$ cat src/rtl/pipe_pkg.sv
// pipe_pkg: shared register-tag types and forward-select encodings for the pipeline
package pipe_pkg;
  localparam int ADDR_W = 5;
  localparam int CNT_W = 16;
  localparam logic [1:0] FWD_RF = 2'b00;
  localparam logic [1:0] FWD_MEM = 2'b10;
  localparam logic [1:0] FWD_WB = 2'b01;
  typedef logic [ADDR_W-1:0] reg_t;
  typedef struct packed {
    logic v;
    reg_t rd;
    logic rw;
    logic mr;
    reg_t rs1;
    reg_t rs2;
    logic u1;
    logic u2;
  } ex_slot_t;
  typedef struct packed {
    logic v;
    reg_t rd;
    logic rw;
    logic mr;
  } mem_slot_t;
  typedef struct packed {
    logic v;
    reg_t rd;
    logic rw;
  } wb_slot_t;
  typedef struct packed {
    logic wr;
    reg_t rd;
  } tag_t;
  function automatic logic writing(logic v, logic rw, reg_t rd);
    return v & rw & (rd != '0);
  endfunction
endpackage

$ cat src/rtl/hazard_cmp.sv
// hazard_cmp: picks the youngest in-flight producer of one EX source operand
module hazard_cmp
  import pipe_pkg::*;
(
  input  reg_t       src,
  input  logic       en,
  input  tag_t       mem_tag,
  input  tag_t       wb_tag,
  output logic [1:0] fwd,
  output logic       match
);
  logic hit_mem, hit_wb;
  assign hit_mem = en & mem_tag.wr & (src == mem_tag.rd);
  assign hit_wb = en & wb_tag.wr & (src == wb_tag.rd);
  assign fwd = hit_mem ? FWD_MEM : hit_wb ? FWD_WB : FWD_RF;
  assign match = hit_mem | hit_wb;
endmodule

$ cat src/rtl/hazard_ctrl.sv
// hazard_ctrl: shadow tag pipeline producing load-use stalls, flushes, forwards and WB->ID bypass
module hazard_ctrl #(
  parameter int ADDR_W = pipe_pkg::ADDR_W,
  parameter int CNT_W = pipe_pkg::CNT_W
) (
  input  logic              clk,
  input  logic              rst,
  input  logic              id_valid,
  input  logic [ADDR_W-1:0] id_rs1,
  input  logic [ADDR_W-1:0] id_rs2,
  input  logic              id_use_rs1,
  input  logic              id_use_rs2,
  input  logic [ADDR_W-1:0] id_rd,
  input  logic              id_reg_write,
  input  logic              id_mem_read,
  input  logic              ex_branch_taken,
  output logic              stall,
  output logic              flush_if_id,
  output logic              bubble_ex,
  output logic [1:0]        fwd_a,
  output logic [1:0]        fwd_b,
  output logic              id_byp1,
  output logic              id_byp2,
  output logic [CNT_W-1:0]  stall_cnt
);
  import pipe_pkg::*;
  ex_slot_t ex_q;
  mem_slot_t mem_q;
  wb_slot_t wb_q;
  logic [CNT_W-1:0] cnt_q;
  logic ex_wr, mem_wr, wb_wr, load_hit, stall_i, bubble_i, match_a, match_b;
  logic [1:0] fa, fb;
  tag_t mem_tag, wb_tag;
  assign ex_wr = writing(ex_q.v, ex_q.rw, ex_q.rd);
  assign mem_wr = writing(mem_q.v, mem_q.rw, mem_q.rd);
  assign wb_wr = writing(wb_q.v, wb_q.rw, wb_q.rd);
  assign load_hit = ex_wr & ex_q.mr &
                    ((id_use_rs1 & (id_rs1 == ex_q.rd)) | (id_use_rs2 & (id_rs2 == ex_q.rd)));
  assign stall_i = id_valid & ~ex_branch_taken & load_hit;
  assign bubble_i = stall_i | ex_branch_taken;
  // A load still in MEM has no result yet, so it is never a forward source.
  assign mem_tag = '{wr: mem_wr & ~mem_q.mr, rd: mem_q.rd};
  assign wb_tag = '{wr: wb_wr, rd: wb_q.rd};
  hazard_cmp cmp_a (
    .src(ex_q.rs1), .en(ex_q.u1), .mem_tag(mem_tag), .wb_tag(wb_tag), .fwd(fa), .match(match_a)
  );
  hazard_cmp cmp_b (
    .src(ex_q.rs2), .en(ex_q.u2), .mem_tag(mem_tag), .wb_tag(wb_tag), .fwd(fb), .match(match_b)
  );
  assign stall = stall_i & ~rst;
  assign flush_if_id = ex_branch_taken & ~rst;
  assign bubble_ex = bubble_i & ~rst;
  assign fwd_a = (match_a & ~rst) ? fa : FWD_RF;
  assign fwd_b = (match_b & ~rst) ? fb : FWD_RF;
  assign id_byp1 = ~rst & wb_wr & id_use_rs1 & (id_rs1 == wb_q.rd);
  assign id_byp2 = ~rst & wb_wr & id_use_rs2 & (id_rs2 == wb_q.rd);
  assign stall_cnt = rst ? '0 : cnt_q;
  always_ff @(posedge clk) begin
    if (rst) begin
      ex_q <= '0;
      mem_q <= '0;
      wb_q <= '0;
      cnt_q <= '0;
    end else begin
      ex_q <= (id_valid & ~bubble_i) ?
              '{v: 1'b1, rd: id_rd, rw: id_reg_write, mr: id_mem_read,
                rs1: id_rs1, rs2: id_rs2, u1: id_use_rs1, u2: id_use_rs2} : '0;
      mem_q <= '{v: ex_q.v, rd: ex_q.rd, rw: ex_q.rw, mr: ex_q.mr};
      wb_q <= '{v: mem_q.v, rd: mem_q.rd, rw: mem_q.rw};
      cnt_q <= cnt_q + CNT_W'(stall_i & ~&cnt_q);
    end
  end
endmodule

$ cat config.mk
export PLATFORM = sky130hd
export DESIGN_NAME = hazard_ctrl
export DESIGN_NICKNAME = d
export VERILOG_FILES = /design/src/rtl/pipe_pkg.sv /design/src/rtl/hazard_cmp.sv /design/src/rtl/hazard_ctrl.sv
export SDC_FILE = /design/constraint.sdc
export NUM_CORES = 1
export LEC_CHECK = 0
export BUFFER_PORTS_ARGS = -buffer_cell sky130_fd_sc_hd__buf_2
export CORE_MARGIN = 5
export CORE_UTILIZATION = 47
export CTS_CLUSTER_DIAMETER = 80
export CTS_CLUSTER_SIZE = 12
export DETAILED_ROUTE_END_ITERATION = 6
export PLACE_DENSITY_LB_ADDON = 0.15
export SYNTH_ARGS = -nofsm -noshare
export SYNTH_HDL_FRONTEND = slang
export SYNTH_SLANG_ARGS = --single-unit
$ cat constraint.sdc
create_clock -name clk -period 5.1 [get_ports clk]
set_input_delay 0 -clock clk [delete_from_list [all_inputs] [get_ports clk]]
set_output_delay 0 -clock clk [all_outputs]
set_load 0.02 [all_outputs]
# ---- Word level (Yosys, flattened, before mapping)
# Index checks and enable logic that the tools add are counted.
dict set report word_totals {
  reg_bits 51
  input_bits 23
  output_inout_bits 25
  elab_cells 81
}
dict set report classes {
  n_addsub 1
  eq_ne 8
  mux 8
  bitwise_logic 42
  n_reduce_logical 6
}
# cell n
set ops {}
lappend ops {{5-bit == test} 8}
lappend ops {{1-bit bitwise AND} 33}
lappend ops {{20-bit 2-to-1 mux} 1}
lappend ops {{16-bit by 1-bit adder with 16-bit output} 1}
lappend ops {{16-bit 2-to-1 mux} 1}
lappend ops {{16-bit AND reduction} 1}
lappend ops {{5-bit nonzero test} 3}
lappend ops {{2-bit 2-to-1 mux} 4}
lappend ops {{1-bit inverter} 5}
lappend ops {{1-bit bitwise OR} 4}
lappend ops {{1-bit 2-to-1 mux} 2}
lappend ops {{2-bit OR reduction} 1}
lappend ops {{1-bit logical NOT} 1}

# ---- Depth between registers and ports, before layout
dict set report logic_depth {
  word_depth 10
  ltp_mapped 11
  ltp_nobuf 10
}

# ---- Cells and area by module
# From an unflattened synthesis, not the netlist that was laid out.
dict set report hier_totals {
  cells_unflattened 277
  area_unflattened_um2 2449.8
}
# mod instances cells_each area_each_um2 seq_area_each_um2
set by_module_without_submodules {}
lappend by_module_without_submodules {hazard_ctrl 1 241 2174.6 1021.0}
lappend by_module_without_submodules {hazard_cmp 2 18 137.6 0.0}

# ---- Worst setup path after synthesis
# OpenSTA, ideal clock, no wires.
dict set report synth_timing {
  path_type {reg-to-reg}
  from {register ex_q[14] (netlist bit)}
  to {register cnt_q[7]}
  setup_ns 0.128
  arrival_ns 2.116
  setup_slack_ns 2.856
  path_stages_with_launch 11
  n_path_buf 1
  period_less_slack_ns 2.244
  path_cell_list {dfxtp_1 or3_1 o311a_1 nand3_2 and4bb_2 ha_1 and3_1 clkbuf_1 nand3_1 xor2_1 nor2_1}
}
dict set report synth_via {
  elab_chain_cells 7
  elab_cells_between_ends 12
  classes_between {add/sub: 1; eq/ne: 2; bitwise: 8; reduce/logical: 1}
}
# element line
set synth_rtl {}
lappend synth_rtl {{start: declaration} hazard_ctrl.sv:27} ;# ex_slot_t ex_q;
lappend synth_rtl {{start signal: assignment} hazard_ctrl.sv:65} ;# ex_q <= (id_valid & ~bubble_i) ?
lappend synth_rtl {{5-bit == test / 5-bit nonzero test (equally long branches)} {hazard_ctrl.sv:38, pipe_pkg.sv:35}}
lappend synth_rtl {{1-bit bitwise AND (on tied branches)} {hazard_ctrl.sv:38, pipe_pkg.sv:35}}
lappend synth_rtl {{1-bit bitwise OR / 1-bit bitwise AND (equally long branches)} {hazard_ctrl.sv:38, hazard_ctrl.sv:37}}
lappend synth_rtl {{1-bit bitwise AND (*)} hazard_ctrl.sv:37} ;# assign load_hit = ex_wr & ex_q.mr &
lappend synth_rtl {{1-bit bitwise AND (*)} hazard_ctrl.sv:39} ;# assign stall_i = id_valid & ~ex_branch_taken & load_hit;
lappend synth_rtl {{1-bit bitwise AND (*)} hazard_ctrl.sv:70} ;# cnt_q <= cnt_q + CNT_W'(stall_i & ~&cnt_q);
lappend synth_rtl {{16-bit by 1-bit adder with 16-bit output (*)} hazard_ctrl.sv:70}
lappend synth_rtl {{end signal: assignment} hazard_ctrl.sv:70}
lappend synth_rtl {{end: declaration} hazard_ctrl.sv:30} ;# logic [CNT_W-1:0] cnt_q;
# Every way passes the cells marked *; elsewhere a longest branch is shown, timed or not.
# A chain may end at the register's enable or synchronous reset.

# ---- Worst setup path in the final report
dict set report layout_timing {
  from {register ex_q[16] (netlist bit)}
  to {register cnt_q[12]}
}
# Same word-level chain as after synthesis.

==> flow_summary.json <==
{
  "nFillCells": 436,
  "dp.final_hpwl_um": 3660,
  "use_met2_pct": 29.2,
  "grt_pass1_vias": 1837,
  "core_sq_um": 4790,
  "vias_per_cell": 4.90,
  "post_cts.repair.setup_buffers": 0,
  "htreeDepth": 2,
  "r2r-start": "ex_q[16]$_SDFF_PP0_",
  "avgSynthCellArea_sq_um": 9.32,
  "placementRows": 25,
  "grtUsageMet3_pct": 5.38,
  "cts_tree": "done",
  "route.vias.total": 1843,
  "status": "completed",
  "grt_usage_pct": 17.7,
  "fin_worst_skew_ns": 0.00724,
  "drt-total-wl_um": 5110,
  "rsz0062_at_grt": "no",
  "ff2ff_setup_slack_ns": 2.48,
  "setup_tns_ns": 0,
  "nets": 334,
  "setup_viol": 0,
  "power.density_nw_per_um2": 251,
  "ios": 48,
  "die_x_um": 80.7,
  "clk_path_buf_depth": 2,
  "area_delta_synth_final_pct": 22.2,
  "hold_slack_ns": 0.0206,
  "grt_pass1_wl_um": 8690,
  "synth_top_area_share_pct": 43.5,
  "numClockSinks": 51,
  "yosysWarningCount": 0,
  "arrival_ns": 2.79,
  "cts_resized": 0,
  "fmax_ghz": 0.382,
  "final_cell_mix": "dfxtp_1 (51), buf_2 (47), xor2_1 (36)",
  "first_pass_iters": 4,
  "synthTopCellsByArea": "dfxtp_1 (43%), xor2_1 (13%), nor2b_1 (9.1%), xnor2_1 (6.7%), and3_1 (6.7%)",
  "die_area_sq_um": 6510,
  "worstPathMaxFanout": 23,
  "grt_use_met1_pct": 21.8,
  "relSlewSlack_pct": 36.7,
  "io_buffers": 47,
  "cts.clk_slew.worst_paths_ns": 0.09,
  "min_path_cells": 2,
  "ys_types": 27,
  "layout_min_cycle_time_ns": 2.62,
  "path_class": "flip-flop to flip-flop",
  "ys_seq_area_share_pct": 43.5,
  "drv_slew": 0,
  "ys_seq_elements": 51,
  "synthCells": 252,
  "r2r-end": "cnt_q[12]$_SDFF_PP0_",
  "cp-end-kind": "flip-flop",
  "insertion_delay_ns": 0.31,
  "layout_commonest_cell": "dfxtp_1",
  "ir_drop_mv": 0.162,
  "wl_per_cell_um": 13.6,
  "die_h_um": 80.7,
  "root_buffer": "clkbuf_8",
  "antenna_cells": 0,
  "cts-buffers-inserted": 5,
  "top_usage_layer": "met2",
  "place.gp.congestion": 0.870,
  "cap_violations": 0,
  "drt-initial-drc-count": 115,
  "worst_hold_path_type": "input port to flip-flop",
  "grt_start_max_net_pins": 53,
  "ctsHoldBuffers": 17,
  "syn-cell-area_sq_um": 2350,
  "r2r_cells": 10,
  "drc": 0,
  "drtAntennaViolNets": 0,
  "yosysTopAreaCell": "dfxtp_1",
  "antenna_found_initial": 0,
  "post-route-period-util_pct": 51.3,
  "cp.required_ns": 5.28,
  "drive_gt1_share_pct": 18.4,
  "synth_nets": 278,
  "holdPathEnd": "ex_q[10]$_SDFF_PP0_",
  "overflow": 0,
  "startpoint_type": "flip-flop",
  "hold_violations": 0,
  "leakage_nw": 1.38,
  "hold_start": "id_rs1[3]",
  "initial_core_util_pct": 49.1,
  "tightest_slew_ns": 0.946
}
layout make-up:
| type | count | area, sq um | area share (%) |
|---|---|---|---|
| Multi-Input combinational cell | 186 | 1260 | 43.8 |
| Sequential cell | 51 | 1020 | 35.6 |
| Timing Repair Buffer | 64 | 405 | 14.1 |
| Clock buffer | 7 | 96.3 | 3.36 |
| Tap cell | 67 | 83.8 | 2.92 |
| Clock inverter | 1 | 7.51 | 0.262 |
stage by stage:
stage	util, %	instance area (sq um)	instances	power (mW)	setup slack [ns]
CTS	60.0	2870	376	0.728	2.47
floorplan	-	2350	252	0.447	2.86
detailed placement	54.2	2600	351	0.466	2.50
global route	60.0	2870	376	0.758	2.25
global placement	54.2	2600	351	0.465	2.55
finish	60.0	2870	376	0.721	2.48
per-layer routing:
| layer | vias to the layer above | part of all wire [%] |
|---|---|---|
| li1 | 943 | - |
| met1 | 855 | 47 |
| met2 | 41 | 47 |
| met3 | 4 | 4.6 |
| met4 | 0 | 1.3 |
| met5 | - | 0 |
Yosys cell counts:
cell,number
clkbuf_1,12
nor3b_1,2
o22ai_1,1
nor3_1,2
and2_1,2
nand3_1,14
nand3_2,1
nor2_1,21
nand2_1,5
clkbuf_2,1
nand2b_1,1
buf_6,2
dfxtp_1,51
or3_1,1
or4_1,2
o21ai_1,1
nor4_1,6
and4_1,2
nand4_1,6
and4bb_2,1
and3_1,25
o311a_1,1
xor2_1,36
xnor2_1,18
ha_1,3
o21bai_1,1
nor2b_1,34
critical path, cell delays in order (launching register included):
cell,delay (ns)
dfxtp_1,0.41
xnor2_1,0.15
nand4_1,0.10
o22ai_1,0.20
nand3_2,0.33
and4bb_2,0.41
ha_1,0.24
ha_1,0.30
nand4_1,0.14
xor2_1,0.15
nor2_1,0.05
worst max path at each step:
stage / start / end / slack (ns) / cells past startpoint
2_1_floorplan: ex_q[14]$_SDFF_PP0_ / cnt_q[7]$_SDFF_PP0_ / 2.86 / 10
3_3_place_gp: ex_q[14]$_SDFF_PP0_ / cnt_q[12]$_SDFF_PP0_ / 2.55 / 9
3_5_place_dp: ex_q[14]$_SDFF_PP0_ / cnt_q[12]$_SDFF_PP0_ / 2.50 / 10
4_1_cts: ex_q[14]$_SDFF_PP0_ / cnt_q[12]$_SDFF_PP0_ / 2.47 / 10
5_1_grt: ex_q[14]$_SDFF_PP0_ / cnt_q[11]$_SDFF_PP0_ / 2.25 / 10
6_report: ex_q[16]$_SDFF_PP0_ / cnt_q[12]$_SDFF_PP0_ / 2.48 / 10
report_power, final:
part / internal [mW] / switching (mW)
Combinational: 0.0306 / 0.0260
Clock: 0.123 / 0.131
Sequential: 0.404 / 0.00626
Total: 0.558 / 0.163
kinds of logic (layout without fill, tap and decap cells):
family                     count (synthesis)  count (layout)  share of synthesized area (%)
AOI/OAI and AO/OA                          4               4                           1.22
adders and majority gates                  3               3                           1.60
and+or+nand+nor                          125             125                           30.5
xor gates and xnor gates                  54              54                           20.1
DFF                                       51              51                           43.5
buffers and inverters                     15              72                           3.09
flip-flops by register name, indices dropped and copies added (netlist names):
| signal | flops |
|---|---|
| ex_q | 20 |
| cnt_q | 16 |
| mem_q | 8 |
| wb_q | 7 |
(Power assumes the default switching activity.)
